===== src/rtl/fb_pkg.sv =====
// Shared frame-buffer constants and the write-arbiter state type; also used by the scan-out reader.
// No logic: constants and types only.
package fb_pkg;

    localparam int ADDR_W      = 17;
    localparam int DATA_W      = 32;
    localparam int FRAME_WORDS = 76800;

    // Bit positions of the requesters in the arbiter request/grant vectors
    localparam int REQ_CAM  = 0;
    localparam int REQ_HOST = 1;

    typedef enum logic {
        LAST_CAM  = 1'b0,
        LAST_HOST = 1'b1
    } arb_state_t;

endpackage


===== src/rtl/fb_write_arbiter_if.sv =====
// Requester and RAM port-A signal bundle for the frame-buffer write arbiter.
// slave = arbiter side; ready is produced combinationally from the valids, RAM outputs are registered.
interface fb_write_arbiter_if #(
    parameter int ADDR_W = fb_pkg::ADDR_W,
    parameter int DATA_W = fb_pkg::DATA_W
);
    logic              enable;
    logic              cam_valid;
    logic              cam_ready;
    logic              cam_sof;
    logic [DATA_W-1:0] cam_data;
    logic              host_valid;
    logic              host_ready;
    logic [ADDR_W-1:0] host_addr;
    logic [DATA_W-1:0] host_data;
    logic              ram_we;
    logic [ADDR_W-1:0] ram_addr;
    logic [DATA_W-1:0] ram_data;
    logic              frame_done;
    logic [7:0]        frame_count;
    logic              host_err;

    modport master (
        output enable, cam_valid, cam_sof, cam_data, host_valid, host_addr, host_data,
        input  cam_ready, host_ready, ram_we, ram_addr, ram_data, frame_done, frame_count, host_err
    );

    modport slave (
        input  enable, cam_valid, cam_sof, cam_data, host_valid, host_addr, host_data,
        output cam_ready, host_ready, ram_we, ram_addr, ram_data, frame_done, frame_count, host_err
    );

endinterface


===== src/rtl/rr_arbiter2.sv =====
// Two-requester round-robin arbiter: on a tie the requester not granted last wins.
// Grant is combinational (zero latency); state updates on each grant and holds while disabled.
module rr_arbiter2
    import fb_pkg::*;
(
    input  logic       clk,
    input  logic       rst_n,
    input  logic       i_en,
    input  logic [1:0] i_req,
    output logic [1:0] o_gnt
);

    arb_state_t r_state;
    arb_state_t w_state_nxt;
    logic [1:0] w_gnt;

    always_ff @(posedge clk or negedge rst_n) begin
        if (!rst_n) begin
            r_state <= LAST_HOST;
        end else begin
            r_state <= w_state_nxt;
        end
    end

    // A grant is only ever issued to a requesting side, so every grant is a transfer
    always_comb begin
        w_state_nxt = r_state;
        if (w_gnt[REQ_CAM]) begin
            w_state_nxt = LAST_CAM;
        end else if (w_gnt[REQ_HOST]) begin
            w_state_nxt = LAST_HOST;
        end
    end

    // Reset also blocks grants so ready drops immediately on an asynchronous reset
    always_comb begin
        w_gnt = 2'b00;
        if (i_en && rst_n) begin
            if (i_req[REQ_CAM] && i_req[REQ_HOST]) begin
                if (r_state == LAST_HOST) begin
                    w_gnt[REQ_CAM] = 1'b1;
                end else begin
                    w_gnt[REQ_HOST] = 1'b1;
                end
            end else begin
                w_gnt = i_req;
            end
        end
    end

    assign o_gnt = w_gnt;

endmodule


===== src/rtl/fb_write_arbiter.sv =====
// Frame-buffer RAM port-A write controller: round-robin camera/host arbitration, frame addressing.
// Handshake in cycle N gives a registered write in N+1; ready is combinational, one write per cycle.
module fb_write_arbiter #(
    parameter int ADDR_W      = fb_pkg::ADDR_W,
    parameter int DATA_W      = fb_pkg::DATA_W,
    parameter int FRAME_WORDS = fb_pkg::FRAME_WORDS
) (
    input  logic                clk,
    input  logic                reset_n,
    fb_write_arbiter_if.slave   bus
);

    localparam logic [ADDR_W-1:0] LAST_ADDR = ADDR_W'(FRAME_WORDS - 1);
    // One extra bit so FRAME_WORDS == 2**ADDR_W is representable
    localparam logic [ADDR_W:0]   FRAME_LIM = (ADDR_W + 1)'(FRAME_WORDS);

    logic [1:0]        w_req;
    logic [1:0]        w_gnt;
    logic              w_cam_xfer;
    logic              w_host_xfer;
    logic [ADDR_W-1:0] w_cam_wr_addr;
    logic              w_cam_last;
    logic [ADDR_W-1:0] w_cam_addr_nxt;
    logic              w_host_in_range;

    logic [ADDR_W-1:0] r_cam_addr;
    logic              r_ram_we;
    logic [ADDR_W-1:0] r_ram_addr;
    logic [DATA_W-1:0] r_ram_data;
    logic              r_frame_done;
    logic [7:0]        r_frame_count;
    logic              r_host_err;

    assign w_req = {bus.host_valid, bus.cam_valid};

    rr_arbiter2 u_arb (
        .clk   (clk),
        .rst_n (reset_n),
        .i_en  (bus.enable),
        .i_req (w_req),
        .o_gnt (w_gnt)
    );

    assign bus.cam_ready  = w_gnt[fb_pkg::REQ_CAM];
    assign bus.host_ready = w_gnt[fb_pkg::REQ_HOST];

    assign w_cam_xfer  = bus.cam_valid  && bus.cam_ready;
    assign w_host_xfer = bus.host_valid && bus.host_ready;

    // A start-of-frame word always restarts at 0, abandoning any partial frame
    assign w_cam_wr_addr   = bus.cam_sof ? '0 : r_cam_addr;
    assign w_cam_last      = (w_cam_wr_addr == LAST_ADDR);
    assign w_cam_addr_nxt  = w_cam_last ? '0 : w_cam_wr_addr + ADDR_W'(1);
    assign w_host_in_range = ({1'b0, bus.host_addr} < FRAME_LIM);

    always_ff @(posedge clk or negedge reset_n) begin
        if (!reset_n) begin
            r_cam_addr    <= '0;
            r_ram_we      <= 1'b0;
            r_ram_addr    <= '0;
            r_ram_data    <= '0;
            r_frame_done  <= 1'b0;
            r_frame_count <= 8'd0;
            r_host_err    <= 1'b0;
        end else begin
            r_ram_we     <= 1'b0;
            r_frame_done <= 1'b0;
            r_host_err   <= 1'b0;
            if (w_cam_xfer) begin
                r_ram_we     <= 1'b1;
                r_ram_addr   <= w_cam_wr_addr;
                r_ram_data   <= bus.cam_data;
                r_cam_addr   <= w_cam_addr_nxt;
                r_frame_done <= w_cam_last;
                if (w_cam_last) begin
                    r_frame_count <= r_frame_count + 8'd1;
                end
            end else if (w_host_xfer) begin
                // Out-of-range host writes are accepted and dropped, never reaching the RAM
                r_ram_we   <= w_host_in_range;
                r_ram_addr <= bus.host_addr;
                r_ram_data <= bus.host_data;
                r_host_err <= !w_host_in_range;
            end
        end
    end

    assign bus.ram_we      = r_ram_we;
    assign bus.ram_addr    = r_ram_addr;
    assign bus.ram_data    = r_ram_data;
    assign bus.frame_done  = r_frame_done;
    assign bus.frame_count = r_frame_count;
    assign bus.host_err    = r_host_err;

endmodule


===== src/flat_wrapper.sv =====
// flat-port wrapper written by rule: the top's interface ports become plain ports
module fb_write_arbiter_flat 
#(
    parameter int ADDR_W      = fb_pkg::ADDR_W,
    parameter int DATA_W      = fb_pkg::DATA_W,
    parameter int FRAME_WORDS = fb_pkg::FRAME_WORDS
)
  (clk, reset_n, bus_enable, bus_cam_valid, bus_cam_sof, bus_cam_data, bus_host_valid, bus_host_addr, bus_host_data, bus_cam_ready, bus_host_ready, bus_ram_we, bus_ram_addr, bus_ram_data, bus_frame_done, bus_frame_count, bus_host_err);
  fb_write_arbiter_if #(.ADDR_W(ADDR_W), .DATA_W(DATA_W)) bus_i ();
  input  logic clk;
  input  logic reset_n;
  input wire logic [$bits(bus_i.enable)-1:0] bus_enable;
  input wire logic [$bits(bus_i.cam_valid)-1:0] bus_cam_valid;
  input wire logic [$bits(bus_i.cam_sof)-1:0] bus_cam_sof;
  input wire logic [$bits(bus_i.cam_data)-1:0] bus_cam_data;
  input wire logic [$bits(bus_i.host_valid)-1:0] bus_host_valid;
  input wire logic [$bits(bus_i.host_addr)-1:0] bus_host_addr;
  input wire logic [$bits(bus_i.host_data)-1:0] bus_host_data;
  output wire logic [$bits(bus_i.cam_ready)-1:0] bus_cam_ready;
  output wire logic [$bits(bus_i.host_ready)-1:0] bus_host_ready;
  output wire logic [$bits(bus_i.ram_we)-1:0] bus_ram_we;
  output wire logic [$bits(bus_i.ram_addr)-1:0] bus_ram_addr;
  output wire logic [$bits(bus_i.ram_data)-1:0] bus_ram_data;
  output wire logic [$bits(bus_i.frame_done)-1:0] bus_frame_done;
  output wire logic [$bits(bus_i.frame_count)-1:0] bus_frame_count;
  output wire logic [$bits(bus_i.host_err)-1:0] bus_host_err;
  assign bus_i.enable = bus_enable;
  assign bus_i.cam_valid = bus_cam_valid;
  assign bus_i.cam_sof = bus_cam_sof;
  assign bus_i.cam_data = bus_cam_data;
  assign bus_i.host_valid = bus_host_valid;
  assign bus_i.host_addr = bus_host_addr;
  assign bus_i.host_data = bus_host_data;
  assign bus_cam_ready = bus_i.cam_ready;
  assign bus_host_ready = bus_i.host_ready;
  assign bus_ram_we = bus_i.ram_we;
  assign bus_ram_addr = bus_i.ram_addr;
  assign bus_ram_data = bus_i.ram_data;
  assign bus_frame_done = bus_i.frame_done;
  assign bus_frame_count = bus_i.frame_count;
  assign bus_host_err = bus_i.host_err;
  fb_write_arbiter #(.ADDR_W(ADDR_W), .DATA_W(DATA_W), .FRAME_WORDS(FRAME_WORDS)) u_core (.clk(clk), .reset_n(reset_n), .bus(bus_i));
endmodule

===== config.mk =====
export PLATFORM = sky130hd
export DESIGN_NAME = fb_write_arbiter_flat
export DESIGN_NICKNAME = d
export VERILOG_FILES = /design/src/rtl/fb_pkg.sv /design/src/rtl/fb_write_arbiter_if.sv /design/src/rtl/rr_arbiter2.sv /design/src/rtl/fb_write_arbiter.sv /design/src/flat_wrapper.sv
export SDC_FILE = /design/constraint.sdc
export NUM_CORES = 1
export LEC_CHECK = 0
export BUFFER_PORTS_ARGS = -buffer_cell sky130_fd_sc_hd__buf_2
export CORE_MARGIN = 8
export CORE_UTILIZATION = 47
export DETAILED_ROUTE_END_ITERATION = 6
export PLACE_DENSITY = 0.85
export SYNTH_ARGS = -nofsm -noshare
export SYNTH_HDL_FRONTEND = slang
export SYNTH_SLANG_ARGS = --single-unit

===== constraint.sdc =====
create_clock -name clk -period 2.4 [get_ports clk]
set_input_delay 0.24 -clock clk [delete_from_list [all_inputs] [get_ports clk]]
set_output_delay 0.24 -clock clk [all_outputs]
set_load 0.1 [all_outputs]

==> impl_metrics.tcl <==
set metrics [dict create \
    run_status "finished, final reports clean" \
    timing.setup.critical_path_class "input port to output pin" \
    aggregate_routed_wire_length_mm 11.21 \
    layout.cells.non_filler 614 \
    initialDrtViolationCount 448 \
    cts_repair_resize_count 0 \
    antenna_violations_before_repair 1 \
    synthDistinctLibCells 48 \
    route.antenna.remaining_nets 0 \
    cp_cell_sequence "dlygate4sd3_1, buf_4, and3_1, nand2_1, buf_4, inv_2, buf_12, buf_12" \
    syn_area_per_cell_um2 10.24 \
    fin_skew_ns 0.01518 \
    yosys.area.top_type_share 0.5256 \
    synth_seq_area_share 0.5328 \
    synthArstFlopShare 1.000 \
    floorplan.initialDensity 0.4794 \
    worst-path-stages 8 \
    synth_top_flop_cell "dfrtp_1" \
    finalWorstPathRequiredPeriod_ns 2.199 \
    post_synth_edffs 0 \
    cpPeakStageDelay_ns 0.52 \
    synth_compound_gate_area_share 0.2024 \
    post_synthesis_share_of_cell_area_spent_on_and_or_nand_and_nor_gates 0.1614 \
    timing_worst_slew_pin_value_ns 0.9257 \
    hp-class "input port to flop" \
    tritoncts_num_sinks 78 \
    arrival_ns 1.96 \
    slew-limit-headroom 0.3829 \
    register_to_register_setup_slack_ns 0.58 \
    hold_fix_buffers_at_cts 1 \
    power.density_cell_area_nw_per_um2 976.4 \
    yosys.cell_count.top_type "dfrtp_1" \
    final.period_utilization 0.9164 \
    grt_usage 0.2016 \
    hold_viol_final 0 \
    synth_fa_ha_area_frac 0.003413 \
    timing_max_transition_violations_final 0 \
    root_buffer "clkbuf_8" \
    crit_required_ns 2.16 \
    port-buffer-count 148 \
    netlist_top_cells_area "dfrtp_1 53%, a222oi_1 8.7%, inv_1 3.8%, nand2_1 3.7%, o21ai_0 3.3%" \
    number_of_h_tree_levels 3 \
    yosysWarnings 0 \
    synth_nets 446 \
    wl_per_cell_um 18.26 \
    layout-drive-gt1-share 0.3659 \
    drv.max_cap_violation_count 0 \
    netlist_top_cells_count "77 x dfrtp_1, 37 x inv_1, 36 x nand2_1" \
    timing.critical_path.buf_inv 6 \
    die_width_um 104.3 \
    post-cts-setup-buffer-count 0 \
    cell_with_the_largest_stage_delay_on_the_worst_path "dlygate4sd3_1" \
    drcViolationCount 0 \
    synth_seq_cells 78 \
    met2_length_mm 5.777 \
    tns_ns 0 \
    worstSkewPairLatency_ns 0.36 \
    synthCells 358 \
    tritoncts.num_buffers 9 \
    global_route_wire_length_before_repair_mm 17.78 \
    worst_setup_hold_path_clk_slew_ns 0.09 \
    drt_pre_antenna_iters 7 \
    routed-wl-met3_um 821 \
    hpwlAfterDp_mm 8.386 \
    globalRouteOverflowTotal 0 \
    synth.area.mux_share 0.01706 \
    largest_net_degree_at_the_start_of_global_routing 77 \
    fp.coreArea_um2 7647 \
    top_layer "met4" \
    timing.critical_path.max_delay_family "buffers and inverters" \
    synth-xor-area-share 0.01672 \
    grt_setup_unrepaired "false" \
    fp.dieArea_um2 10880 \
    p_leak_nw 2.548 \
    critical_path_capture_point_type "output pin" \
    critical_path.max_fanout 35 \
    vias 3582 \
    num_rows 32 \
    mappedNetlistArea_um2 3666 \
    cts_max_path_buffers 2 \
    cp-endpoint "bus_cam_ready" \
    number_of_global_route_vias_before_repair 3483 \
    max-vdd-ir-drop_mv 0.5917 \
    synth_top_cell_by_area "dfrtp_1" \
    post-place-cells 597 \
    gp_congestion 0.8796 \
    cts_tree "yes" \
    fmaxAchievable_mhz 454.7 \
    finalSetupViolations 0 \
    die_y_um 104.3 \
    wirelength_met1_mm 4.263 \
    signed_area_change_from_the_synthesized_netlist_to_the_final_layout_pct 31.67 \
    synth_top_family_by_area "compound AO/OA/AOI/OAI gates" \
    post_layout_net_count 595 \
    detail_route.vias_per_cell 5.834 \
    worstSetupStartpoint "reset_n" \
    reg2regPathDepth 4 \
    launching_point_of_the_worst_reg2reg_path "u_core.r_cam_addr[14]" \
    rr_endpoint "u_core.bus.frame_count[1]" \
    worstSetupStartpointType "input port" \
    io_pins 149 \
]
## worst min-delay path, cell delays in order
cell      delay [ns]
buf_2           0.08
a222oi_1        0.05
inv_1           0.05
## cell families (layout without fill, tap and decap cells)
group	Yosys count	count (layout)
AO/OA/AOI/OAI	101	101
XOR/XNOR	7	7
adder cells (fa/ha/maj)	1	1
buffers and inverters	61	214
flip-flops	78	78
multiplexers	6	6
other	0	1
AND/OR/NAND/NOR	104	104
## registers in the layout (all words and copies together) (netlist names)
signal and cells:
u_core.bus.host_err 1, u_core.bus.frame_done 1, u_core.bus.frame_count 8, u_core.r_cam_addr 17, u_core.u_arb.r_state 1, u_core.bus.ram_data 32, u_core.bus.ram_addr 17, u_core.bus.ram_we 1
## layout make-up
| cell class | count | area (um2) |
|---|---|---|
| Antenna cell | 1 | 2.502 |
| Clock buffer | 9 | 123.9 |
| Clock inverter | 6 | 86.33 |
| Fill cell | 626 | 2820 |
| Inverter | 38 | 142.6 |
| Multi-Input combinational cell | 219 | 1493 |
| Sequential cell | 78 | 1953 |
| Tap cell | 102 | 127.6 |
| Timing Repair Buffer | 161 | 898.4 |
## routing by layer
metal  vias to the layer above  track usage
li1                       1654            -
met1                      1745       0.2377
met2                       159       0.3333
met3                        24      0.04399
met4                         0       0.1117
met5                         -            0
## through the flow
step	power [mW]	cell area (um2)	setup WS, ns	util	hold slack [ns]
after CTS	4.725	4825	0.2134	0.6309	0.07701
final	4.713	4827	0.2005	0.6312	0.08365
after global placement	3.628	4604	0.6520	0.6021	0.05433
after global routing	4.895	4827	0.1204	0.6312	0.09096
after detailed placement	3.664	4604	0.6149	0.6021	0.05508
after floorplan	3.236	3666	0.4514	-	-0.05559
## where the power goes
group	total [mW]	internal (mW)	switching (mW)
clock	1.07	0.580	0.489
sequential	1.69	1.52	0.173
combinational	1.95	0.370	1.58
## worst min path at each step
stage	cells after the start	slack [ns]	endpoint	from
3_5_place_dp	1	0.06	u_core.r_cam_addr[0]	reset_n
4_1_cts	3	0.08	u_core.bus.ram_data[18]	bus_host_data[18]
3_3_place_gp	1	0.05	u_core.r_cam_addr[0]	reset_n
2_1_floorplan	0	-0.06	u_core.bus.frame_count[0]	reset_n
5_1_grt	3	0.09	u_core.bus.ram_data[12]	bus_host_data[12]
6_report	3	0.08	u_core.bus.ram_data[12]	bus_host_data[12]
## cells in the final DEF, fill, tap and decap left out, types with 6 or more instances in the layout
| cell type | synthesis | layout |
|---|---|---|
| nand2_1 | 36 | 36 |
| buf_4 | 2 | 11 |
| a222oi_1 | 32 | 32 |
| nor3_1 | 10 | 10 |
| nand3_1 | 11 | 11 |
| a22oi_1 | 7 | 7 |
| a21oi_1 | 17 | 16 |
| inv_1 | 37 | 37 |
| xor2_1 | 6 | 6 |
| nand4_1 | 8 | 8 |
| nor4_1 | 7 | 7 |
| and4_1 | 9 | 9 |
| o21ai_0 | 24 | 24 |
| buf_2 | 5 | 145 |
| dfrtp_1 | 77 | 77 |
| clkbuf_8 | 0 | 9 |
No activity file was read; power rests on OpenSTA's default activity.
